File: src/rtl/rc4_encrypt_core.sv
// RC4 encryptor: S-box init, key scheduling and keystream generation over an
// external 256x8 S RAM, XORing plaintext RAM bytes into a ciphertext RAM image.
module rc4_encrypt_core #(
  parameter int MSG_LEN = 32
) (
  input  logic        clk,
  input  logic        reset_n,
  input  logic        start,
  input  logic        stop,
  input  logic [23:0] key,
  output logic        busy,
  output logic        done,
  output logic [7:0]  s_address,
  output logic [7:0]  s_data,
  output logic        s_wren,
  output logic        s_rden,
  input  logic [7:0]  s_q,
  output logic [4:0]  pt_address,
  output logic        pt_rden,
  input  logic [7:0]  pt_q,
  output logic [4:0]  ct_address,
  output logic [7:0]  ct_data,
  output logic        ct_wren
);

  localparam logic [4:0] LAST_K = 5'(MSG_LEN - 1);

  typedef enum logic [4:0] {
    ST_IDLE,
    ST_INIT,
    ST_K_RD_I, ST_K_WT_I, ST_K_CP_I,
    ST_K_RD_J, ST_K_WT_J, ST_K_CP_J,
    ST_K_WR_I, ST_K_WR_J,
    ST_P_INC,
    ST_P_RD_I, ST_P_WT_I, ST_P_CP_I,
    ST_P_RD_J, ST_P_WT_J, ST_P_CP_J,
    ST_P_WR_I, ST_P_WR_J,
    ST_P_RD_F, ST_P_WT_F, ST_P_WR_C,
    ST_DONE
  } state_t;

  state_t      r_state;
  state_t      w_next;
  logic [7:0]  r_i;
  logic [7:0]  r_j;
  logic [7:0]  r_si;
  logic [7:0]  r_sj;
  logic [4:0]  r_k;
  logic [1:0]  r_kidx;
  logic [23:0] r_key;
  logic [7:0]  w_keybyte;

  always_comb begin
    case (r_kidx)
      2'd0:    w_keybyte = r_key[23:16];
      2'd1:    w_keybyte = r_key[15:8];
      default: w_keybyte = r_key[7:0];
    endcase
  end

  // NOTE: sequential state uses non-blocking assignments so every register
  // samples pre-edge values regardless of statement order.
  always_ff @(posedge clk or negedge reset_n) begin
    if (!reset_n) r_state <= ST_IDLE;
    else          r_state <= w_next;
  end

  // NOTE: w_next gets a default before the case so no path infers a latch.
  always_comb begin
    w_next = r_state;
    case (r_state)
      ST_IDLE:   if (start) w_next = ST_INIT;
      ST_INIT:   if (r_i == 8'hFF) w_next = ST_K_RD_I;
      ST_K_RD_I: w_next = ST_K_WT_I;
      ST_K_WT_I: w_next = ST_K_CP_I;
      ST_K_CP_I: w_next = ST_K_RD_J;
      ST_K_RD_J: w_next = ST_K_WT_J;
      ST_K_WT_J: w_next = ST_K_CP_J;
      ST_K_CP_J: w_next = ST_K_WR_I;
      ST_K_WR_I: w_next = ST_K_WR_J;
      ST_K_WR_J: w_next = (r_i == 8'hFF) ? ST_P_INC : ST_K_RD_I;
      ST_P_INC:  w_next = ST_P_RD_I;
      ST_P_RD_I: w_next = ST_P_WT_I;
      ST_P_WT_I: w_next = ST_P_CP_I;
      ST_P_CP_I: w_next = ST_P_RD_J;
      ST_P_RD_J: w_next = ST_P_WT_J;
      ST_P_WT_J: w_next = ST_P_CP_J;
      ST_P_CP_J: w_next = ST_P_WR_I;
      ST_P_WR_I: w_next = ST_P_WR_J;
      ST_P_WR_J: w_next = ST_P_RD_F;
      ST_P_RD_F: w_next = ST_P_WT_F;
      ST_P_WT_F: w_next = ST_P_WR_C;
      ST_P_WR_C: w_next = (r_k == LAST_K) ? ST_DONE : ST_P_INC;
      ST_DONE:   w_next = ST_IDLE;
      default:   w_next = ST_IDLE;
    endcase
    if (stop && (r_state != ST_IDLE)) w_next = ST_IDLE;
  end

  always_ff @(posedge clk or negedge reset_n) begin
    if (!reset_n) begin
      r_i    <= 8'd0;
      r_j    <= 8'd0;
      r_si   <= 8'd0;
      r_sj   <= 8'd0;
      r_k    <= 5'd0;
      r_kidx <= 2'd0;
      r_key  <= 24'd0;
    end else begin
      case (r_state)
        ST_IDLE: begin
          if (start) begin
            r_key  <= key;
            r_i    <= 8'd0;
            r_j    <= 8'd0;
            r_k    <= 5'd0;
            r_kidx <= 2'd0;
          end
        end
        ST_INIT: begin
          r_i <= r_i + 8'd1;
          if (r_i == 8'hFF) begin
            r_j    <= 8'd0;
            r_kidx <= 2'd0;
          end
        end
        ST_K_CP_I: begin
          r_si <= s_q;
          r_j  <= r_j + s_q + w_keybyte;
        end
        ST_K_CP_J, ST_P_CP_J: r_sj <= s_q;
        ST_K_WR_J: begin
          r_i    <= r_i + 8'd1;
          r_kidx <= (r_kidx == 2'd2) ? 2'd0 : r_kidx + 2'd1;
          if (r_i == 8'hFF) begin
            r_j <= 8'd0;
            r_k <= 5'd0;
          end
        end
        ST_P_INC: r_i <= r_i + 8'd1;
        ST_P_CP_I: begin
          r_si <= s_q;
          r_j  <= r_j + s_q;
        end
        ST_P_WR_C: r_k <= r_k + 5'd1;
        default: ;
      endcase
    end
  end

  // Memory-port controls decode from the current state only; the final XOR
  // is taken directly from the two read ports in the write cycle.
  always_comb begin
    busy       = (r_state != ST_IDLE);
    done       = (r_state == ST_DONE);
    s_address  = 8'd0;
    s_data     = 8'd0;
    s_wren     = 1'b0;
    s_rden     = 1'b0;
    pt_address = 5'd0;
    pt_rden    = 1'b0;
    ct_address = 5'd0;
    ct_data    = 8'd0;
    ct_wren    = 1'b0;
    case (r_state)
      ST_INIT: begin
        s_address = r_i;
        s_data    = r_i;
        s_wren    = 1'b1;
      end
      ST_K_RD_I, ST_P_RD_I: begin
        s_address = r_i;
        s_rden    = 1'b1;
      end
      ST_K_RD_J, ST_P_RD_J: begin
        s_address = r_j;
        s_rden    = 1'b1;
      end
      ST_K_WR_I, ST_P_WR_I: begin
        s_address = r_i;
        s_data    = r_sj;
        s_wren    = 1'b1;
      end
      ST_K_WR_J, ST_P_WR_J: begin
        s_address = r_j;
        s_data    = r_si;
        s_wren    = 1'b1;
      end
      ST_P_RD_F: begin
        s_address  = r_si + r_sj;
        s_rden     = 1'b1;
        pt_address = r_k;
        pt_rden    = 1'b1;
      end
      ST_P_WR_C: begin
        ct_address = r_k;
        ct_data    = s_q ^ pt_q;
        ct_wren    = 1'b1;
      end
      default: ;
    endcase
  end

endmodule

File: config.mk
export PLATFORM = sky130hd
export DESIGN_NAME = rc4_encrypt_core
export DESIGN_NICKNAME = d
export VERILOG_FILES = /design/src/rtl/rc4_encrypt_core.sv
export SDC_FILE = /design/constraint.sdc
export NUM_CORES = 1
export LEC_CHECK = 0
export ABC_AREA = 1
export CORE_ASPECT_RATIO = 0.75
export CORE_MARGIN = 2
export CORE_UTILIZATION = 50
export CTS_BUF_LIST = sky130_fd_sc_hd__clkbuf_2 sky130_fd_sc_hd__clkbuf_4 sky130_fd_sc_hd__clkbuf_8
export CTS_CLUSTER_DIAMETER = 120
export CTS_CLUSTER_SIZE = 12
export DETAILED_ROUTE_END_ITERATION = 16
export PLACE_DENSITY = 0.77
export SETUP_SLACK_MARGIN = 0.2
export SLEW_MARGIN = 30
export SYNTH_ARGS = -nofsm -noshare
export SYNTH_HDL_FRONTEND = slang
export SYNTH_SLANG_ARGS = --single-unit
File: constraint.sdc
create_clock -name clk -period 2.8 [get_ports clk]
set_clock_uncertainty 0.2 [all_clocks]
set_input_delay 0.28 -clock clk [delete_from_list [all_inputs] [get_ports clk]]
set_output_delay 0.28 -clock clk [all_outputs]
set_load 0.005 [all_outputs]
==> summary.md <==
| Metric | Value |
|---|---|
| Status | `completed` |
| CP arrival | `2.77 ns` |
| # IOs | `84` |
| Number of detailed-routing iterations run before antenna repair | `5` |
| Worst Setup End Kind | `register` |
| Post-synth top flop | `dfrtp_1` |
| Initial antenna violation count | `0` |
| Async set-reset flop share out of synthesis | `1.000` |
| Clock group share of total power | `0.132` |
| Post-DP HPWL | `11.03 mm` |
| Slew headroom | `0.5420` |
| Fillers | `723` |
| Post-synthesis sequential area ratio | `0.3616` |
| Multi-input gate area | `2955 sq um` |
| Switching fraction of total power | `0.4542` |
| Layout cells sized above 1 | `0.2390` |
| Max frequency | `367.2 MHz` |
| Vias/cell | `5.358` |
| Largest net degree at the start of global routing | `28` |
| Max-cap violations | `0` |
| CTS tree | `done` |
| Cell taking the most area after synthesis | `dfrtp_1` |
| Total congestion overflow | `0` |
| Seq cells post-synth | `68` |
| PwrDens | `928.9 nW/um^2` |
| Internal power | `3396 uW` |
| Clk_lat worst skew | `0.35 ns` |
| Setup WS post-layout | `0.07679 ns` |
| H-tree depth | `3` |
| Met3 wire length | `1.356 mm` |
| Reg2Reg Depth | `13` |
| Gp weighted congestion | `0.9951` |
| P_sw | `2826 uW` |
| Worst path required time | `2.84 ns` |
| Worst Tran Pin Value | `0.6869 ns` |
| Starting Density | `0.5180` |
| CTS Buf Count | `9` |
| Crit-path max FO | `5` |
| Startpoint types | `register` |
| Hold endpoint | `r_key[13]$_DFFE_PN0P_` |
| Avg WL per Cell | `16.24 microns` |
| Routed wire length | `14.99 mm` |
| Tmin final | `2.723 ns` |
| Mapped Cells | `637` |
| Final setup vio count | `0` |
| Final Max Tran Viols | `0` |
| Crit Reg-Reg Endpoint | `r_j[7]$_DFFE_PN0P_` |
| DP Worst Slack | `-0.3481 ns` |
| # port buffers | `83` |
| Root Driver | `clkbuf_8` |
| Post-synth top area share | `0.3616` |
| Max clock buf depth | `2` |
| Rows | `30` |
| Metal1 wirelength | `6.407 mm` |
| Setup Crit Path Kind | `register to register` |
| DR DRC count | `0` |
| Final hold vios | `0` |
| Area growth syn-to-layout | `42.33%` |
| Via Count | `4945` |
| Max Used Layer | `met4` |
| Cell Area, Synth | `4706 sq um` |
| Warning count from the yosys run | `0` |
| Core box area | `9084 sq um` |
| First-pass GRT wire length | `23.29 mm` |
| Clk sinks | `68` |
| Mean post-synth cell area | `7.387 sq um` |
| Sequential Power Share | `0.260` |
| RSZ-0062 raised after global routing | `true` |
| Worst reg2reg setup slack | `0.08 ns` |
| Storage cell area | `1703 sq um` |
| Fin util | `0.7373` |
| Die area | `10210 sq um` |
| RR Startpoint | `r_j[0]$_DFFE_PN0P_` |
| Mapped Nets | `708` |
| Die Wd | `116.0 microns` |
| Die height | `88.02 microns` |
| Top cells by area, synth | `dfrtp_1, nand2_1, ha_1` |
| Vias in the first global route | `4775` |
| Hold WC Path Type | `input port to register` |
| Pleak | `0.003615 uW` |
| Total length of routed met2 wires | `7.000 mm` |
| CTS clk-pin slew, worst paths | `0.08 ns` |
| VDD IR max | `0.8800 mV` |
| Ant diodes | `0` |
| Netlist cell types | `50` |
| Hold depth | `3` |
| Post-synth EDFFs | `0` |
| Hold path start | `key[13]` |
| Comb pwr share | `0.608` |
| Tot GR Track Use | `0.2968` |
| Final period util | `0.9726` |
| Final nets | `861` |
| Routed Antenna Nets | `0` |
| Total Power | `6221 uW` |
| DRT iter0 DRCs | `357` |
-- power by group through the flow --
stage	sequential [uW]	combinational, uW	clock [uW]
final	1620	3780	820
after global routing	1650	4190	880
after CTS	1600	3430	838
after detailed placement	1590	3180	0
after global placement	1580	3090	0
after floorplan	1530	2190	0
-- per-layer routing --
layer,track usage,vias up
met3,0.06851,22
met1,0.4080,2312
met2,0.4753,244
met5,0,-
li1,-,2367
met4,0.08117,0
-- logic make-up (layout without fill, tap and decap cells) --
kind of cell | after synthesis | count (layout) | synth area share
AOI/OAI and AO/OA | 80 | 80 | 0.1098
xor gates and xnor gates | 19 | 19 | 0.03536
adders and majority gates | 27 | 27 | 0.07658
buffers and inverters | 89 | 247 | 0.07604
DFF | 68 | 68 | 0.3616
muxes | 7 | 7 | 0.01675
and+or+nand+nor | 347 | 347 | 0.3239
-- synth_stat cells (2+ instances only) --
cell / number
nor2_4: 4
nor2_2: 6
a21oi_1: 17
nand2_2: 5
nor3_1: 6
a41oi_1: 2
o22ai_1: 10
nand3_1: 42
inv_1: 68
dfrtp_1: 68
o221ai_1: 12
inv_4: 3
ha_1: 24
buf_1: 2
or2_2: 5
xnor2_1: 10
nand4_1: 4
buf_2: 4
inv_2: 8
nand2_4: 2
fa_1: 3
nand3_4: 2
nor2_1: 63
xor2_1: 9
mux2_2: 7
o21ai_1: 5
nand2_1: 200
o21ai_0: 23
nor4_1: 2
-- sequential cells by signal, summed over array words and instances, names as in the netlist --
signal   flops
r_i          8
r_j          8
r_k          5
r_key       24
r_kidx       2
r_si         8
r_sj         8
r_state      5
-- area by class of cell --
type	instances	share of cell area
Multi-Input combinational cell	480	0.4412
Sequential cell	68	0.2542
Timing Repair Buffer	151	0.2049
Inverter	80	0.04708
Tap cell	128	0.02391
Clock buffer	11	0.02074
Clock inverter	5	0.007846
-- critical path, cell delays in order (launching register included) --
cell and delay [ns]:
dfrtp_1 0.41, ha_4 0.18, fa_2 0.39, a31o_4 0.24
or2_4 0.23, nand2_2 0.07, inv_2 0.04, ha_4 0.29
a21oi_4 0.06, o21a_1 0.20, nand2_2 0.11, nand3_2 0.07
nand3_2 0.06, nand3_2 0.06
-- through the flow --
step                area (sq um)  cells  TNS [ns]  hold slack (ns)
finish                      6698    923         0           0.2590
global route                6698    923  -0.01780           0.2646
CTS                         6445    913         0           0.2431
detailed placement          5988    878    -1.473           0.1541
global placement            5988    878    -1.123           0.1455
floorplan                   4747    637         0          -0.2156
-- how the worst max path moves through the flow --
stage / start / slack, ns / depth (start not counted) / end
floorplan: r_j[0]$_DFFE_PN0P_ / 0.21 / 14 / r_j[7]$_DFFE_PN0P_
global placement: s_q[0] / -0.28 / 15 / r_j[7]$_DFFE_PN0P_
detailed placement: s_q[0] / -0.35 / 15 / r_j[7]$_DFFE_PN0P_
CTS: r_state[0]$_DFFE_PN0P_ / 0.09 / 12 / s_data[2]
global route: r_j[0]$_DFFE_PN0P_ / -0.02 / 14 / r_j[7]$_DFFE_PN0P_
finish: r_j[0]$_DFFE_PN0P_ / 0.08 / 13 / r_j[7]$_DFFE_PN0P_
-- layout by cell type (no fill, tap or decap), types with 3 or more instances in the layout --
cell type / netlist / final
nand4_1: 4 / 4
inv_1: 68 / 59
ha_4: 0 / 7
nor2_1: 63 / 57
nand2_1: 200 / 191
o21ai_0: 23 / 21
inv_4: 3 / 4
nand3_1: 42 / 37
nor3_1: 6 / 6
buf_4: 1 / 64
mux2_2: 7 / 7
xor2_1: 9 / 6
or2_2: 5 / 4
o221ai_1: 12 / 10
nor2_4: 4 / 12
dlygate4sd2_1: 0 / 10
clkinv_2: 0 / 3
clkdlybuf4s50_1: 0 / 45
o21ai_1: 5 / 7
nand3_4: 2 / 3
ha_1: 24 / 16
xnor2_1: 10 / 9
a21oi_2: 0 / 5
a21oi_1: 17 / 11
nand3_2: 0 / 4
dfrtp_1: 68 / 67
buf_2: 4 / 3
nand2_2: 5 / 13
clkbuf_2: 0 / 4
inv_2: 8 / 15
dlymetal6s2s_1: 0 / 19
nand2_4: 2 / 3
o22ai_1: 10 / 10
nor2_2: 6 / 4
clkbuf_8: 0 / 9
-- repair_timing --
action,4_1_cts,5_1_grt
resized for setup,59,59
pin swaps,28,16
buffers inserted,18,10
hold buffers,1,0
hold endpoints to repair,25,0
setup endpoints to repair,41,41
Note: power is estimated with default switching activity, not from simulation.
